===== config.mk =====
export PLATFORM = sky130hd
export DESIGN_NAME = leaf_port_bridge
export DESIGN_NICKNAME = d
export VERILOG_FILES = /design/src/rtl/leaf_port_bridge_pkg.sv /design/src/rtl/leaf_port_bridge_fifo.sv /design/src/rtl/leaf_port_bridge.sv
export SDC_FILE = /design/constraint.sdc
export NUM_CORES = 2
export LEC_CHECK = 0
export CAP_MARGIN = 20
export CORE_MARGIN = 2
export CORE_UTILIZATION = 30
export CTS_BUF_LIST = sky130_fd_sc_hd__clkbuf_8
export CTS_CLUSTER_SIZE = 25
export DETAILED_ROUTE_END_ITERATION = 8
export HOLD_SLACK_MARGIN = 0.12
export PLACE_DENSITY = 0.52
export SLEW_MARGIN = 40
export SYNTH_ARGS = -nofsm -noshare
export SYNTH_HDL_FRONTEND = slang
export SYNTH_HIERARCHICAL = 1
export SYNTH_SLANG_ARGS = --single-unit

===== constraint.sdc =====
create_clock -name clk_user -period 2.8 [get_ports clk_user]
set_input_delay 0.28 -clock clk_user [delete_from_list [all_inputs] [get_ports clk_user]]
set_output_delay 0.28 -clock clk_user [all_outputs]
set_load 0.005 [all_outputs]

===== src/rtl/leaf_port_bridge_pkg.sv =====
// Shared constants and helpers for the leaf-shell user-side port bridge.
package leaf_bridge_pkg;

    // Defaults shared with leaf_interface so both ends agree on channel shape.
    localparam int DEFAULT_PAYLOAD_BITS = 32;
    localparam int DEFAULT_FIFO_DEPTH   = 4;
    localparam int DEFAULT_CNT_BITS     = 16;

    // Channel packing of the status vectors: input channels take the low
    // slots, output channels follow directly after them.
    localparam int IN_SLOT_BASE = 0;

    // Fill level needs one extra bit so that "full" is distinguishable from "empty".
    function automatic int count_width(input int depth);
        return $clog2(depth) + 1;
    endfunction

    function automatic int in_slot(input int k);
        return IN_SLOT_BASE + k;
    endfunction

    function automatic int out_slot(input int num_in, input int k);
        return IN_SLOT_BASE + num_in + k;
    endfunction

endpackage


===== src/rtl/leaf_port_bridge_fifo.sv =====
// One bridge channel: elastic FIFO with freeze gate and saturating pop counter.
module leaf_port_fifo
    import leaf_bridge_pkg::*;
#(
    parameter int PAYLOAD_BITS = DEFAULT_PAYLOAD_BITS,
    parameter int FIFO_DEPTH   = DEFAULT_FIFO_DEPTH,
    parameter int CNT_BITS     = DEFAULT_CNT_BITS,
    localparam int PTR_W       = $clog2(FIFO_DEPTH),
    localparam int OCC_W       = count_width(FIFO_DEPTH)
) (
    input  logic                    clk_user,
    input  logic                    reset_n,
    input  logic                    push_vld,
    output logic                    push_ack,
    input  logic [PAYLOAD_BITS-1:0] push_data,
    output logic                    pop_vld,
    input  logic                    pop_ack,
    output logic [PAYLOAD_BITS-1:0] pop_data,
    input  logic                    freeze,
    input  logic                    cnt_clr,
    output logic [CNT_BITS-1:0]     xfer_cnt,
    output logic [OCC_W-1:0]        occupancy
);

    logic [PAYLOAD_BITS-1:0] mem_q [FIFO_DEPTH];
    logic [PAYLOAD_BITS-1:0] mem_d [FIFO_DEPTH];
    logic [PTR_W-1:0]        wr_ptr_q, wr_ptr_d;
    logic [PTR_W-1:0]        rd_ptr_q, rd_ptr_d;
    logic [OCC_W-1:0]        count_q, count_d;
    logic [CNT_BITS-1:0]     xfer_cnt_q, xfer_cnt_d;
    logic                    freeze_q, freeze_d;
    logic                    push;
    logic                    pop;

    // Ready and valid come only from registered state, so there is no
    // combinational path from either side's valid to the other side.
    assign push_ack  = (count_q != OCC_W'(FIFO_DEPTH));
    assign pop_vld   = (count_q != '0) && !freeze_q;
    assign pop_data  = mem_q[rd_ptr_q];
    assign push      = push_vld && push_ack;
    assign pop       = pop_vld && pop_ack;
    assign xfer_cnt  = xfer_cnt_q;
    assign occupancy = count_q;

    // Next-state for pointers, fill level, freeze sample and pop counter.
    always_comb begin
        wr_ptr_d   = wr_ptr_q;
        rd_ptr_d   = rd_ptr_q;
        count_d    = count_q;
        xfer_cnt_d = xfer_cnt_q;
        freeze_d   = freeze;

        if (push) wr_ptr_d = wr_ptr_q + PTR_W'(1);
        if (pop)  rd_ptr_d = rd_ptr_q + PTR_W'(1);

        case ({push, pop})
            2'b10:   count_d = count_q + OCC_W'(1);
            2'b01:   count_d = count_q - OCC_W'(1);
            default: count_d = count_q;
        endcase

        // Clear wins over a same-cycle pop; the counter sticks at all-ones.
        if (cnt_clr)
            xfer_cnt_d = '0;
        else if (pop && (xfer_cnt_q != '1))
            xfer_cnt_d = xfer_cnt_q + CNT_BITS'(1);
    end

    // Storage write: only the slot under the write pointer changes.
    always_comb begin
        mem_d = mem_q;
        if (push) mem_d[wr_ptr_q] = push_data;
    end

    // Control registers with synchronous active-low reset.
    always_ff @(posedge clk_user) begin
        if (!reset_n) begin
            wr_ptr_q   <= '0;
            rd_ptr_q   <= '0;
            count_q    <= '0;
            xfer_cnt_q <= '0;
            freeze_q   <= 1'b0;
        end else begin
            wr_ptr_q   <= wr_ptr_d;
            rd_ptr_q   <= rd_ptr_d;
            count_q    <= count_d;
            xfer_cnt_q <= xfer_cnt_d;
            freeze_q   <= freeze_d;
        end
    end

    // Storage array is intentionally not reset; contents are gated by count.
    always_ff @(posedge clk_user) begin
        mem_q <= mem_d;
    end

endmodule


===== src/rtl/leaf_port_bridge.sv =====
// User-side port bridge: one elastic FIFO per leaf input and output channel.
module leaf_port_bridge
    import leaf_bridge_pkg::*;
#(
    parameter int PAYLOAD_BITS  = DEFAULT_PAYLOAD_BITS,
    parameter int NUM_IN_PORTS  = 6,
    parameter int NUM_OUT_PORTS = 7,
    parameter int FIFO_DEPTH    = DEFAULT_FIFO_DEPTH,
    parameter int CNT_BITS      = DEFAULT_CNT_BITS,
    localparam int NUM_CH       = NUM_IN_PORTS + NUM_OUT_PORTS,
    localparam int OCC_W        = count_width(FIFO_DEPTH)
) (
    input  logic                                  clk_user,
    input  logic                                  reset_n,
    input  logic [NUM_IN_PORTS*PAYLOAD_BITS-1:0]  din_leaf_interface2user,
    input  logic [NUM_IN_PORTS-1:0]               vld_interface2user,
    output logic [NUM_IN_PORTS-1:0]               ack_user2interface,
    output logic [NUM_IN_PORTS*PAYLOAD_BITS-1:0]  dout_leaf_interface2user,
    output logic [NUM_IN_PORTS-1:0]               vld_bridge2user,
    input  logic [NUM_IN_PORTS-1:0]               ack_user2bridge,
    input  logic [NUM_OUT_PORTS*PAYLOAD_BITS-1:0] din_leaf_user2interface,
    input  logic [NUM_OUT_PORTS-1:0]              vld_user2bridge,
    output logic [NUM_OUT_PORTS-1:0]              ack_bridge2user,
    output logic [NUM_OUT_PORTS*PAYLOAD_BITS-1:0] dout_leaf_user2interface,
    output logic [NUM_OUT_PORTS-1:0]              vld_user2interface,
    input  logic [NUM_OUT_PORTS-1:0]              ack_interface2user,
    input  logic                                  freeze,
    input  logic                                  cnt_clr,
    output logic [NUM_CH*CNT_BITS-1:0]            xfer_cnt,
    output logic [NUM_CH*OCC_W-1:0]               occupancy
);

    // Interface-to-kernel channels: leaf_interface pushes, kernel pops.
    for (genvar k = 0; k < NUM_IN_PORTS; k++) begin : g_in
        localparam int SLOT = in_slot(k);
        leaf_port_fifo #(
            .PAYLOAD_BITS (PAYLOAD_BITS),
            .FIFO_DEPTH   (FIFO_DEPTH),
            .CNT_BITS     (CNT_BITS)
        ) u_fifo (
            .clk_user  (clk_user),
            .reset_n   (reset_n),
            .push_vld  (vld_interface2user[k]),
            .push_ack  (ack_user2interface[k]),
            .push_data (din_leaf_interface2user[k*PAYLOAD_BITS +: PAYLOAD_BITS]),
            .pop_vld   (vld_bridge2user[k]),
            .pop_ack   (ack_user2bridge[k]),
            .pop_data  (dout_leaf_interface2user[k*PAYLOAD_BITS +: PAYLOAD_BITS]),
            .freeze    (freeze),
            .cnt_clr   (cnt_clr),
            .xfer_cnt  (xfer_cnt[SLOT*CNT_BITS +: CNT_BITS]),
            .occupancy (occupancy[SLOT*OCC_W +: OCC_W])
        );
    end

    // Kernel-to-interface channels: kernel pushes, leaf_interface pops.
    for (genvar k = 0; k < NUM_OUT_PORTS; k++) begin : g_out
        localparam int SLOT = out_slot(NUM_IN_PORTS, k);
        leaf_port_fifo #(
            .PAYLOAD_BITS (PAYLOAD_BITS),
            .FIFO_DEPTH   (FIFO_DEPTH),
            .CNT_BITS     (CNT_BITS)
        ) u_fifo (
            .clk_user  (clk_user),
            .reset_n   (reset_n),
            .push_vld  (vld_user2bridge[k]),
            .push_ack  (ack_bridge2user[k]),
            .push_data (din_leaf_user2interface[k*PAYLOAD_BITS +: PAYLOAD_BITS]),
            .pop_vld   (vld_user2interface[k]),
            .pop_ack   (ack_interface2user[k]),
            .pop_data  (dout_leaf_user2interface[k*PAYLOAD_BITS +: PAYLOAD_BITS]),
            .freeze    (freeze),
            .cnt_clr   (cnt_clr),
            .xfer_cnt  (xfer_cnt[SLOT*CNT_BITS +: CNT_BITS]),
            .occupancy (occupancy[SLOT*OCC_W +: OCC_W])
        );
    end

endmodule


### Word-level counts from Yosys, hierarchy flattened

Index checks and enable logic that the tools add are counted.

| storage, ports and cells | value |
|---|---|
| flip-flop bits (word level) | 1964 |
| bits of input ports | 446 |
| output and inout bits | 689 |
| word-level logic and storage cells | 472 |

| operators by class | value |
|---|---|
| $add $sub $neg | 65 |
| magnitude comparators | 39 |
| equal/unequal tests | 52 |
| multiplexer cells | 91 |
| bitwise gates (word level) | 27 |
| reductions and logical operators | 93 |

Operators with widths:

| kind | count |
|---|---|
| bitwise mux 128 bit | 13 |
| two-way mux 32 bit | 39 |
| binary-select mux 32 bit (select 2 bit) | 13 |
| demux 32 bit (select 2 bit) | 13 |
| adder 16 x 1 -> 16 bit (second input constant) | 13 |
| != test 16 bit (second input constant) | 13 |
| greater-or-equal comparator 3 bit (second input constant) | 26 |
| NOT 2 -> 3 bit | 26 |
| one-hot mux 3 bit (2 select lines) | 13 |
| logical AND 1 bit | 65 |
| adder 2 x 1 -> 2 bit (second input constant) | 26 |
| adder 3 x 1 -> 3 bit (second input constant) | 13 |
| less-than comparator 3 x 1 -> 1 bit (second input constant) | 13 |
| != test 3 bit (second input constant) | 13 |
| nonzero test 3 bit | 13 |
| subtractor 3 x 1 -> 3 bit (second input constant) | 13 |
| == test 2 x 1 -> 1 bit (second input constant) | 13 |
| == test 2 bit (second input constant) | 13 |
| nonzero test 2 bit | 13 |
| OR reduction 2 bit | 1 |
| zero test 1 bit | 1 |
| NOT 1 bit | 1 |

### Depth between registers and ports, before layout

| depth | value |
|---|---|
| depth after elaboration | 6 |
| gate-level depth with buffers | 10 |
| gate-level depth less buffers | 9 |

### By module

Netlist, hierarchy kept.

By module, submodules not included:

| module | instances | cells an instance | area each (sq um) | sequential area each (sq um) |
|---|---|---|---|---|
| leaf_port_fifo at g_in[0].u_fifo ... | 8 | 317 | 5896.9 | 4324.1 |
| leaf_port_fifo at g_in[4].u_fifo ... | 5 | 323 | 5916.9 | 4324.1 |

### Least setup slack after synthesis

Ideal clock, no wire load.

| timing path | value |
|---|---|
| path type | register to register |
| start | reg g_in[4].u_fifo.count_q[2] |
| end | reg g_in[4].u_fifo.count_q[2] |
| library setup time | 76 ps |
| arrival time | 2229 ps |
| path slack | 495 ps |
| cell stages (with the launch flop) | 10 |
| path buffers | 0 |
| period minus slack after synthesis | 2305 ps |
| path through | dfxtp_1 > or3b_1 > and2_1 > inv_1 > ha_1 > inv_1 > fa_1 > xor2_1 > or3_1 > a21boi_0 |

| between the ends | value |
|---|---|
| elaborated cells between the ends (all ways) | 11 |

RTL lines:

| element | RTL line | RTL |
|---|---|---|
| start: declaration | leaf_port_bridge_fifo.sv:29 | `logic [OCC_W-1:0] count_q, count_d;` |
| start signal: assignment | leaf_port_bridge_fifo.sv:86 | `count_q <= count_d;` |
| != test 3 bit * | leaf_port_bridge_fifo.sv:37 | `assign push_ack = (count_q != OCC_W'(FIFO_DEPTH));` |
| named net ack_user2interface[4] | leaf_port_bridge.sv:17 | `output logic [NUM_IN_PORTS-1:0] ack_user2interface,` |
| logical AND 1 bit * | leaf_port_bridge_fifo.sv:40 | `assign push = push_vld && push_ack;` |
| == test 2 x 1 -> 1 bit or == test 2 bit (tied branches) | leaf_port_bridge_fifo.sv:56 | `case ({push, pop})` |
| one-hot mux 3 bit (2 select lines) or nonzero test 2 bit (tied branches) | - |  |

The timed path passes the listed nets; every way through them passes the cells marked *.
A chain may end at the register's enable or synchronous reset.

### Worst setup path after layout

| timing path | value |
|---|---|
| start | reg g_out[3].u_fifo.rd_ptr_q[0] |
| end | out dout_leaf_user2interface[96] |

| between the ends | value |
|---|---|
| longest elaborated chain between the ends | 4 |

Ends and longest elaborated chain:

| element | RTL line | RTL |
|---|---|---|
| start: declaration | leaf_port_bridge_fifo.sv:28 | `logic [PTR_W-1:0] rd_ptr_q, rd_ptr_d;` |
| start signal: assignment | leaf_port_bridge_fifo.sv:85 | `rd_ptr_q <= rd_ptr_d;` |
| NOT 2 -> 3 bit (not written as such) | leaf_port_bridge_fifo.sv:39 | `assign pop_data = mem_q[rd_ptr_q];` |
| binary-select mux 32 bit (select 2 bit) | leaf_port_bridge_fifo.sv:39 |  |
| two-way mux 32 bit (not written as such) (2 in series) | leaf_port_bridge_fifo.sv:39 |  |
| end: declaration | leaf_port_bridge.sv:24 | `output logic [NUM_OUT_PORTS*PAYLOAD_BITS-1:0] dout_leaf_user2interface,` |

No other way between the ends. The select of a mux whose other input is x is not followed.

==> metrics.yaml <==
global_routing:
  antenna_found_initial: 41
  overflow: 0
  grt_pass1_vias: 49330
  grt_max_degree: 34
  grt_pass1_wl_mm: 342.3
  grt_use_total_pct: 17.86
timing:
  maxSlewViolCount: 0
  finalHoldViolCount: 0
  clock_skew_ps: 99.32
  setup_viol: 0
  finalCritPeriodShare_pct: 99.04
  post-route-min-period_ps: 2773
  worstMarginPinSlew_ps: 661.2
  fmax_mhz: 360.6
  fin_ws_ps: 26.77
  rsz0062_at_grt: "true"
  maxSlewHeadroom_pct: 55.92
  tns_ps: 0
power_and_ir_drop:
  p_comb_share_pct: 27.8
  power_density_mw_per_mm2: 782.6
  p_seq_share_pct: 42.6
  peakVddDrop_mv: 0.5920
  p_leak_nw: 36.15
  clock_power_share_pct: 29.5
  switchingPower_mw: 23.41
  switching_share_pct: 27.87
  finalPower_mw: 84.01
  internal_power_mw: 60.60
floorplan:
  die_w_um: 509.8
  core_mm2: 0.2542
  die_h_um: 509.8
  pin_count: 1135
  die_area_mm2: 0.2599
  rows: 185
  start_util_pct: 30.20
critical_path:
  crit_slowest_cell: "mux4_2"
  rr_startpoint: "g_out[5].u_fifo/occupancy[2]"
  cp_max_fo: 6
  cp.required_ps: 2520
  crit_top_cell: "buf_12"
  startpoint: "g_out[3].u_fifo/rd_ptr_q[0]"
  cp_cell_sequence: "buf_12, buf_16, buf_12, mux4_2, buf_6"
  cp_slowest_stage_delay_ps: 510
  ff2ff_path_depth: 9
  worst-setup-path-type: "reg2out"
  crit_buf_inv: 4
  endpoint_kind: "primary output"
  cp_num_cells: 5
  worstSetupStartpointType: "flop"
  crit_arrival_ps: 2490
  path_delay_family: "buffers and inverters"
yosys:
  syn_area_mm2: 0.07676
  synthAdderAreaFrac_pct: 1.610
  yosysUniqueCellTypes: 40
  synthMuxAreaShare_pct: 12.65
  synth_compound_area_share_pct: 3.461
  synthCells: 4151
  synth_edf_count: 1664
  syn_nets: 4688
  synthXorXnorAreaFrac_pct: 0.7417
  syn_avg_cell_area_um2: 18.49
  async_flop_share_pct: 0
  ys_warn_count: 6
  yosysSeqAreaShare_pct: 73.23
  synthSimpleGateAreaFrac_pct: 6.959
  synth_top_family_by_area: "multiplexers"
  synth_top_flop_cell: "edfxtp_1"
  synth_seq_cells: 1976
placement:
  preCtsSetupSlack_ps: 164.4
  hpwl_mm: 160.5
  place_area_mm2: 0.09344
  io_buffer_count: 1134
  gp_congestion: 0.8010
clock_network:
  cts_buffers: 359
  clock_sinks: 1976
  clk_pin_slew_ps: 60
  clk_latency_ps: 1060
  cts_tree: "built"
  cts_root_buffer: "clkbuf_8"
  clk_path_buf_depth: 4
  cts_max_level: 5
run:
  max_cap_violations: 0
detailed_routing:
  first_pass_iters: 5
  vias: 48090
  vias_per_cell: 4.780
  drc: 0
  drt_wl_total_mm: 239.9
  wl_per_cell_um: 23.85
  drt_iter0_markers: 3407
  drtAntennaViolNets: 0
cells_and_area:
  num-nets-final: 6921
  final_area_mm2: 0.1074
  areaGrowthSynthToFinish_pct: 39.85
  final_cell_mix: "1664 x edfxtp_1, 692 x clkdlybuf4s50_1, 444 x dlygate4sd3_1"
  drive_above_1_share_pct: 26.04
  layout_commonest_cell: "edfxtp_1"
status:
  outcome: "finished clean"
hold_path:
  hp-class: "in2reg"
  min_from: "reset_n"
  min_path_cells: 3
==> Yosys cell counts, drive strengths merged, types with 15 or more instances <==
cell | number | area (µm²)
mux4 | 416 | 9369
a21oi | 164 | 820.8
and3 | 52 | 325.3
xnor2 | 52 | 455.4
and2 | 104 | 650.6
nand2b | 57 | 356.6
or4 | 96 | 739.5
nor4 | 47 | 344.1
nor2 | 33 | 123.9
o31ai | 120 | 940.9
buf | 76 | 380.4
mux2i | 34 | 340.3
clkbuf | 70 | 262.8
nor3 | 15 | 75.07
dfxtp | 312 | 6246
edfxtp | 1664 | 49970
a21boi | 26 | 195.2
nand3 | 57 | 285.3
ha | 78 | 975.9
nand2 | 187 | 701.9
or3 | 65 | 406.6
nor2b | 34 | 212.7
nand4 | 91 | 600.6
o21ai | 78 | 390.4
inv | 104 | 390.4
==> logic make-up after synthesis <==
group,Yosys count
AND/OR/NAND/NOR,898
flip-flops,1976
multiplexers,450
XOR/XNOR,65
adder cells (fa/ha/maj),91
AO/OA/AOI/OAI,421
buffers and inverters,250
==> area by class of cell <==
cell class              instances  area, µm²
diodes                         30      75.07
flip-flops and latches       1976      56280
well taps                    3366       4212
clock buffers                 372       5120
inverters                     104      390.4
fillers                     22970     146800
clock inverters               269       1275
multi-input cells            1925      19600
repair buffers               2018      20400
==> state kept, by name, summed over array words and instances (netlist names) <==
| register | count |
|---|---|
| g_in.u_fifo/freeze_q | 6 |
| g_out.u_fifo/rd_ptr_q | 14 |
| g_out.u_fifo/freeze_q | 7 |
| g_in.u_fifo/occupancy | 18 |
| g_out.u_fifo/wr_ptr_q | 14 |
| g_in.u_fifo/rd_ptr_q | 12 |
| g_out.u_fifo/xfer_cnt | 112 |
| g_out.u_fifo/mem_q | 896 |
| g_out.u_fifo/occupancy | 21 |
| g_in.u_fifo/mem_q | 768 |
| g_in.u_fifo/wr_ptr_q | 12 |
| g_in.u_fifo/xfer_cnt | 96 |
==> routing by layer <==
metal	part of all wire (%)	up-vias	track usage, %
li1	-	21520	-
met1	39	24490	21.39
met2	48	1649	29.54
met3	9.2	422	6.766
met4	3.3	10	5.914
met5	0.026	-	0
==> final timing paths <==
| check | slack, ps | endpoint |
|---|---|---|
| setup / recovery | 30 | dout_leaf_user2interface[96] |
| hold / removal | 300 | g_in[2].u_fifo/rd_ptr_q[1] |
| setup reg to reg | 260 | g_out[5].u_fifo/occupancy[2] |
| hold reg to reg | 510 | g_in[1].u_fifo/xfer_cnt[10] |
==> tightest hold or removal path: cells and delay by family <==
kind,cells,cell delay [ps]
buf+inv,2,780
simple gates,1,190
==> through the flow <==
step / utilization (%) / hold WS (ps) / instances
2_1_floorplan: - / 378.9 / 4151
3_3_place_gp: 36.76 / 490.0 / 8677
3_5_place_dp: 36.76 / 496.2 / 8677
4_1_cts: 42.13 / 135.2 / 10030
5_1_grt: 42.23 / 201.9 / 10050
6_report: 42.24 / 300.3 / 10060
==> power groups by stage <==
stage	clock network (mW)	logic [mW]	registers (mW)
2_1_floorplan	0	8.76	36.0
3_3_place_gp	0	19.4	36.3
3_5_place_dp	0	19.4	36.4
4_1_cts	25.8	23.5	35.9
5_1_grt	27.0	25.0	36.1
6_report	24.8	23.4	35.8
==> what timing repair did <==
item | CTS | global route
endpoints found under the hold margin | 1998 | 0
setup buffers | 244 | 48
hold buffers | 444 | 0
pin swaps | 0 | 0
gates resized for setup | 2008 | 232
gates cloned | 30 | 1
endpoints found under the setup margin | 443 | 265
Note: power is estimated with default switching activity, not from simulation.
